<file path="config.mk">
export PLATFORM = sky130hd
export DESIGN_NAME = key_entry_buffer
export DESIGN_NICKNAME = d
export VERILOG_FILES = /design/src/rtl/keypad_pkg.sv /design/src/rtl/bcd4_to_bin.sv /design/src/rtl/key_entry_buffer.sv
export SDC_FILE = /design/constraint.sdc
export NUM_CORES = 1
export LEC_CHECK = 0
export ABC_CLOCK_PERIOD_IN_PS = 4400
export CORE_ASPECT_RATIO = 0.7
export CORE_UTILIZATION = 51
export CTS_BUF_LIST = sky130_fd_sc_hd__clkbuf_2
export DETAILED_ROUTE_END_ITERATION = 10
export GPL_TIMING_DRIVEN = 0
export PLACE_DENSITY_LB_ADDON = 0.15
export SYNTH_ARGS = -nofsm -noshare
export SYNTH_HDL_FRONTEND = slang
export SYNTH_HIERARCHICAL = 1
export SYNTH_SLANG_ARGS = --single-unit
</file>
<file path="constraint.sdc">
create_clock -name i_Clk -period 4.4 [get_ports i_Clk]
set_input_delay 0.44 -clock i_Clk [delete_from_list [all_inputs] [get_ports i_Clk]]
set_output_delay 0.44 -clock i_Clk [all_outputs]
set_load 0.02 [all_outputs]
</file>
<file path="src/rtl/keypad_pkg.sv">
// rtl/keypad_pkg.sv - shared keypad definitions: entry states, default key codes, digit count
package keypad_pkg;

  localparam int DIGITS = 4;

  localparam logic [3:0] KEY_BSP = 4'hA;
  localparam logic [3:0] KEY_CLR = 4'hE;
  localparam logic [3:0] KEY_ENT = 4'hF;

  typedef enum logic [1:0] {
    S_EMPTY = 2'd0,
    S_ENTRY = 2'd1,
    S_FULL  = 2'd2
  } entry_state_t;

endpackage

</file>
<file path="src/rtl/bcd4_to_bin.sv">
// rtl/bcd4_to_bin.sv - combinational 4-digit BCD to 14-bit binary converter
module bcd4_to_bin (
  input  logic [15:0] bcd,
  output logic [13:0] bin
);

  logic [13:0] d3, d2, d1, d0;

  assign d3 = 14'(bcd[15:12]);
  assign d2 = 14'(bcd[11:8]);
  assign d1 = 14'(bcd[7:4]);
  assign d0 = 14'(bcd[3:0]);

  // Max 9999 fits in 14 bits, so no intermediate widening is needed.
  assign bin = d3 * 14'd1000 + d2 * 14'd100 + d1 * 14'd10 + d0;

endmodule

</file>
<file path="src/rtl/key_entry_buffer.sv">
// rtl/key_entry_buffer.sv - 4-digit keypad entry buffer with backspace, clear and commit
module key_entry_buffer
  import keypad_pkg::*;
#(
  parameter logic [3:0] BSP_KEY = KEY_BSP,
  parameter logic [3:0] CLR_KEY = KEY_CLR,
  parameter logic [3:0] ENT_KEY = KEY_ENT
) (
  input  logic        i_Clk,
  input  logic        i_Rst,
  input  logic [3:0]  i_Num,
  input  logic        i_fDone,
  output logic [15:0] o_Bcd,
  output logic [2:0]  o_Count,
  output logic [15:0] o_Value,
  output logic [13:0] o_Bin,
  output logic        o_fValid,
  output logic        o_fErr
);

  entry_state_t state, state_n;
  logic [15:0]  bcd_n, value_n;
  logic [2:0]   count_n;
  logic         valid_n, err_n;
  logic         done_q;
  logic         key_event;

  // done_q resets high so a key held through reset release is not seen as a new press.
  assign key_event = i_fDone & ~done_q;

  always_ff @(posedge i_Clk) begin
    if (i_Rst) begin
      state    <= S_EMPTY;
      done_q   <= 1'b1;
      o_Bcd    <= '0;
      o_Count  <= '0;
      o_Value  <= '0;
      o_fValid <= 1'b0;
      o_fErr   <= 1'b0;
    end else begin
      state    <= state_n;
      done_q   <= i_fDone;
      o_Bcd    <= bcd_n;
      o_Count  <= count_n;
      o_Value  <= value_n;
      o_fValid <= valid_n;
      o_fErr   <= err_n;
    end
  end

  always_comb begin
    state_n = state;
    bcd_n   = o_Bcd;
    count_n = o_Count;
    value_n = o_Value;
    valid_n = 1'b0;
    err_n   = 1'b0;
    if (key_event) begin
      if (i_Num == CLR_KEY) begin
        bcd_n   = '0;
        count_n = '0;
        state_n = S_EMPTY;
      end else if (i_Num == ENT_KEY) begin
        if (state == S_EMPTY) begin
          err_n = 1'b1;
        end else begin
          value_n = o_Bcd;
          valid_n = 1'b1;
          bcd_n   = '0;
          count_n = '0;
          state_n = S_EMPTY;
        end
      end else if (i_Num == BSP_KEY) begin
        if (state == S_EMPTY) begin
          err_n = 1'b1;
        end else begin
          bcd_n   = {4'h0, o_Bcd[15:4]};
          count_n = o_Count - 3'd1;
          state_n = (o_Count == 3'd1) ? S_EMPTY : S_ENTRY;
        end
      end else if (i_Num <= 4'd9) begin
        if (state == S_FULL) begin
          err_n = 1'b1;
        end else begin
          bcd_n   = {o_Bcd[11:0], i_Num};
          count_n = o_Count + 3'd1;
          state_n = (o_Count == 3'(DIGITS - 1)) ? S_FULL : S_ENTRY;
        end
      end
    end
  end

  bcd4_to_bin u_bcd4_to_bin (
    .bcd (o_Value),
    .bin (o_Bin)
  );

endmodule

</file>
==> impl_results.html <==
<table>
<tr><th>Metric</th><th>Value</th></tr>
<tr><th colspan="2">Critical path</th></tr>
<tr><td>Cells along the critical path</td><td>fa_2 -&gt; fa_1 -&gt; ha_4 -&gt; buf_4 -&gt; nor2b_4 -&gt; nor2_2 -&gt; xnor2_1 -&gt; ha_1 -&gt; ha_4 -&gt; ha_4 -&gt; a21o_1 -&gt; a21o_1 -&gt; a21oi_2 -&gt; o21ai_1 -&gt; xor2_1 -&gt; buf_4</td></tr>
<tr><td>Delay contributed by the slowest stage of the critical path</td><td>0.62 ns</td></tr>
<tr><td>Setup crit start kind</td><td>register</td></tr>
<tr><td>Critical path class</td><td>register to output port</td></tr>
<tr><td>Endpoint of the lowest-slack register-to-register path</td><td>state[0]$_SDFFE_PP0P_</td></tr>
<tr><td>Timing startpoint of the critical path</td><td>o_Value[13]$_SDFFE_PP0P_</td></tr>
<tr><td>Depth of the worst register-to-register path</td><td>6</td></tr>
<tr><td>Crit Path Max Fanout</td><td>4</td></tr>
<tr><td>CP dominant cell by count</td><td>ha_4</td></tr>
<tr><td>Register-to-Register Setup Slack</td><td>2.49 ns</td></tr>
<tr><td>Data required time at the worst endpoint</td><td>3.96 ns</td></tr>
<tr><td>Cell with the biggest individual delay on the critical path</td><td>fa_2</td></tr>
<tr><td>Setup crit end</td><td>o_Bin[12]</td></tr>
<tr><td>Kind of capture point of the worst setup path</td><td>output port</td></tr>
<tr><td>Launch instance of the worst register-to-register path</td><td>state[1]$_SDFFE_PP0P_</td></tr>
<tr><td>Data arrival, critical path</td><td>4.47 ns</td></tr>
<tr><th colspan="2">Run status</th></tr>
<tr><td>Result of the run</td><td>complete, but fails checks</td></tr>
<tr><td>Failing checks</td><td>negative setup slack</td></tr>
<tr><th colspan="2">Route</th></tr>
<tr><td>Metal1 wirelength</td><td>4720 um</td></tr>
<tr><td>Final antenna-violating net count</td><td>0</td></tr>
<tr><td>Metal2 WL</td><td>4350 um</td></tr>
<tr><td>Vias per inst</td><td>5.70</td></tr>
<tr><td>Routed wl met3</td><td>823 um</td></tr>
<tr><td>Routed wire length per instance</td><td>17.3 um</td></tr>
<tr><td>Final wirelength</td><td>9920 um</td></tr>
<tr><td>1st-pass router iterations</td><td>6</td></tr>
<tr><td>Number of remaining DRC errors</td><td>0</td></tr>
<tr><td>Highest metal layer used by the detailed router</td><td>met4</td></tr>
<tr><td>Number of DRC markers in iteration 0</td><td>180</td></tr>
<tr><td>Vias</td><td>3274</td></tr>
<tr><th colspan="2">Yosys</th></tr>
<tr><td>Leading register cell type out of synthesis</td><td>dfxtp_1</td></tr>
<tr><td>Post-Synthesis Net Count</td><td>475</td></tr>
<tr><td>Post-synth ARST share</td><td>0%</td></tr>
<tr><td>Count of distinct cell types in the synthesized netlist</td><td>47</td></tr>
<tr><td>Yosys reg bits</td><td>40</td></tr>
<tr><td>Synth warnings</td><td>6</td></tr>
<tr><td>Count of flip-flops with a built-in enable after synthesis</td><td>0</td></tr>
<tr><td>Sequential fraction of the synthesis area</td><td>22.7%</td></tr>
<tr><td>Gate Count Post-Synth</td><td>397</td></tr>
<tr><td>Cell Area, Synth</td><td>3520 um2</td></tr>
<tr><td>Avg Synthesized Cell Area</td><td>8.87 um2</td></tr>
<tr><th colspan="2">Timing</th></tr>
<tr><td>Clock skew after layout</td><td>0.0224 ns</td></tr>
<tr><td>Min Clock Period, post-route</td><td>4.91 ns</td></tr>
<tr><td>Crit share post-route</td><td>112%</td></tr>
<tr><td>Post-route setup slack</td><td>-0.512 ns</td></tr>
<tr><td>Final hold viol count</td><td>0</td></tr>
<tr><td>Final Slew Violations</td><td>0</td></tr>
<tr><td>Final-report setup violation count</td><td>5</td></tr>
<tr><td>Max frequency</td><td>204 MHz</td></tr>
<tr><td>Tightest slew margin relative to the limit</td><td>58.7%</td></tr>
<tr><td>Tightest Pin Transition</td><td>0.618 ns</td></tr>
<tr><td>RSZ-0062 raised after global routing</td><td>true</td></tr>
<tr><td>Final setup TNS</td><td>-1.73 ns</td></tr>
<tr><th colspan="2">Layout</th></tr>
<tr><td>Area Overhead vs Synth</td><td>34.2%</td></tr>
<tr><td>Final core area utilization</td><td>73.2%</td></tr>
<tr><td>Share of final-layout standard cells stronger than drive strength 1</td><td>21.9%</td></tr>
<tr><td>Fin area</td><td>4730 um2</td></tr>
<tr><td>Final-layout fill cell count</td><td>455</td></tr>
<tr><td>Antenna fix cells</td><td>0</td></tr>
<tr><td>Commonest cells after routing, fill and taps aside</td><td>clkdlybuf4s50_1, a21oi_1, ha_1</td></tr>
<tr><td>Most frequent standard cell in the layout excluding fill and tap cells</td><td>clkdlybuf4s50_1</td></tr>
<tr><td>Layout net count</td><td>560</td></tr>
<tr><th colspan="2">Clock tree</th></tr>
<tr><td>CTS tree</td><td>built</td></tr>
<tr><td>Clock-pin transition on the worst setup and hold timing paths</td><td>0.22 ns</td></tr>
<tr><td>CTS root buf</td><td>clkbuf_2</td></tr>
<tr><td>TritonCTS buffer count</td><td>5</td></tr>
<tr><td>Max clock buf depth</td><td>2</td></tr>
<tr><td>Number of levels in the clock H-tree</td><td>2</td></tr>
<tr><td>Source-to-sink clock delay at the later pin of the worst-skew pair</td><td>0.39 ns</td></tr>
<tr><td>Clock sink total</td><td>40</td></tr>
<tr><td>Count of hold-fix buffers inserted at cts</td><td>0</td></tr>
<tr><th colspan="2">Placement</th></tr>
<tr><td>Input/output buffers</td><td>55</td></tr>
<tr><td>Placed wire-length estimate after detailed placement</td><td>6760 um</td></tr>
<tr><td>Cell Area, Placed</td><td>4200 um2</td></tr>
<tr><td>Routability congestion estimate from global placement</td><td>0.919</td></tr>
<tr><th colspan="2">GRT</th></tr>
<tr><td>Wire length of the first global-routing pass</td><td>15900 um</td></tr>
<tr><td>Congestion Overflow GR</td><td>0</td></tr>
<tr><td>Via count of the first global-routing pass</td><td>3191</td></tr>
<tr><td>Maximum number of pins on one net before global-route repair</td><td>14</td></tr>
<tr><td>Antenna violations before repair</td><td>0</td></tr>
<tr><td>Total routing usage reported by global routing</td><td>28.3%</td></tr>
<tr><th colspan="2">Run</th></tr>
<tr><td>Maxcap violations</td><td>0</td></tr>
<tr><th colspan="2">Power</th></tr>
<tr><td>Power Density</td><td>138 nW/um2</td></tr>
<tr><td>VDD IR max</td><td>0.136 mV</td></tr>
<tr><td>Leakage power summed over all cells</td><td>2.11 nW</td></tr>
<tr><th colspan="2">Die</th></tr>
<tr><td>Die height</td><td>71.5 um</td></tr>
<tr><td>Core area</td><td>6460 um2</td></tr>
<tr><td>I/O pin count</td><td>58</td></tr>
<tr><td>Die Area</td><td>7250 um2</td></tr>
<tr><td>Row count</td><td>24</td></tr>
<tr><td>Starting Density</td><td>54.6%</td></tr>
<tr><td>Die outline width</td><td>101 um</td></tr>
<tr><th colspan="2">Worst hold path</th></tr>
<tr><td>Tightest Hold Check Type</td><td>input port to register</td></tr>
</table>
==> layer usage <==
metal | global-route usage, % | vias to the layer above
li1 | - | 1583
met1 | 42.7 | 1561
met2 | 43.4 | 126
met3 | 6.05 | 4
met4 | 2.09 | 0
met5 | 0 | -
==> what timing repair did <==
action	4_1_cts	5_1_grt
gates resized for setup	78	12
pin swaps	30	17
buffers inserted	17	6
endpoints found under the setup margin	8	8
==> logic make-up (layout without fill, tap and decap cells) <==
group	count (synthesis)	after routing	share of synthesized area (%)
xor gates and xnor gates	20	20	4.97
muxes	11	11	3.55
and+or+nand+nor	71	71	9.45
adders and majority gates	71	71	28.8
buffers and inverters	59	145	8.21
DFF	40	40	22.7
AOI/OAI and AO/OA	125	125	22.2
==> final cells by class <==
class	instances	area, um2	share of cell area [%]
multi-input cells	298	2710	57.4
flip-flops and latches	40	820	17.3
repair buffers	78	726	15.4
plain buffers	25	161	3.41
inverters	34	128	2.70
well taps	91	114	2.41
clock inverters	3	42.5	0.900
clock buffers	5	25.0	0.529
==> through the flow <==
stage	setup WS (ns)	instances	total power, W	hold slack (ns)
after CTS	-0.370	568	0.000656	0.420
after global routing	-0.659	574	0.000687	0.438
after floorplan	0.00807	397	0.000421	0.529
after detailed placement	-0.764	543	0.000444	0.480
final	-0.512	574	0.000654	0.436
after global placement	-0.772	543	0.000443	0.468
==> power by group <==
group	internal (W)	switching [W]	total, W
registers	0.000363	0.00000270	0.000366
clock network	0.0000949	0.000123	0.000217
logic	0.0000252	0.0000457	0.0000708
==> critical path, delay by kind of cell, from the launching register on <==
kind	cells	cell delay [ns]
AO/OA/AOI/OAI	4	0.67
adder cells (fa/ha/maj)	6	2.24
buffers and inverters	2	0.25
XOR/XNOR	2	0.28
flip-flops	1	0.41
AND/OR/NAND/NOR	2	0.21
==> sequential cells by signal (all words and copies together), names as in the netlist <==
signal    count
o_Count       3
o_fErr        1
o_Bcd        16
o_Value      16
done_q        1
state         2
o_fValid      1
==> cell usage after synthesis (8+ instances only) <==
library cell	number	share of area, %
nand2_1	37	3.9
ha_1	54	19
dfxtp_1	40	23
nor2_1	11	1.2
inv_1	33	3.5
xor2_1	9	2.2
o2111ai_1	21	5.2
mux2_1	8	2.6
fa_1	17	9.7
a21o_1	10	2.1
clkbuf_1	9	0.96
xnor2_1	11	2.7
o21ai_1	23	3.3
a21oi_1	49	7.0
==> how the worst min path moves through the flow <==
stage,start,end,slack (ns),depth (start not counted)
2_1_floorplan,done_q$_SDFF_PP1_,o_fErr$_SDFF_PP0_,0.53,2
3_3_place_gp,o_Value[1]$_SDFFE_PP0P_,o_Value[1]$_SDFFE_PP0P_,0.47,2
3_5_place_dp,o_Value[1]$_SDFFE_PP0P_,o_Value[1]$_SDFFE_PP0P_,0.48,2
4_1_cts,i_Rst,o_Value[14]$_SDFFE_PP0P_,0.42,2
5_1_grt,i_Rst,o_Value[14]$_SDFFE_PP0P_,0.44,2
6_report,i_Rst,o_fValid$_SDFF_PP0_,0.44,2
Power figures use the tool's default switching activity.
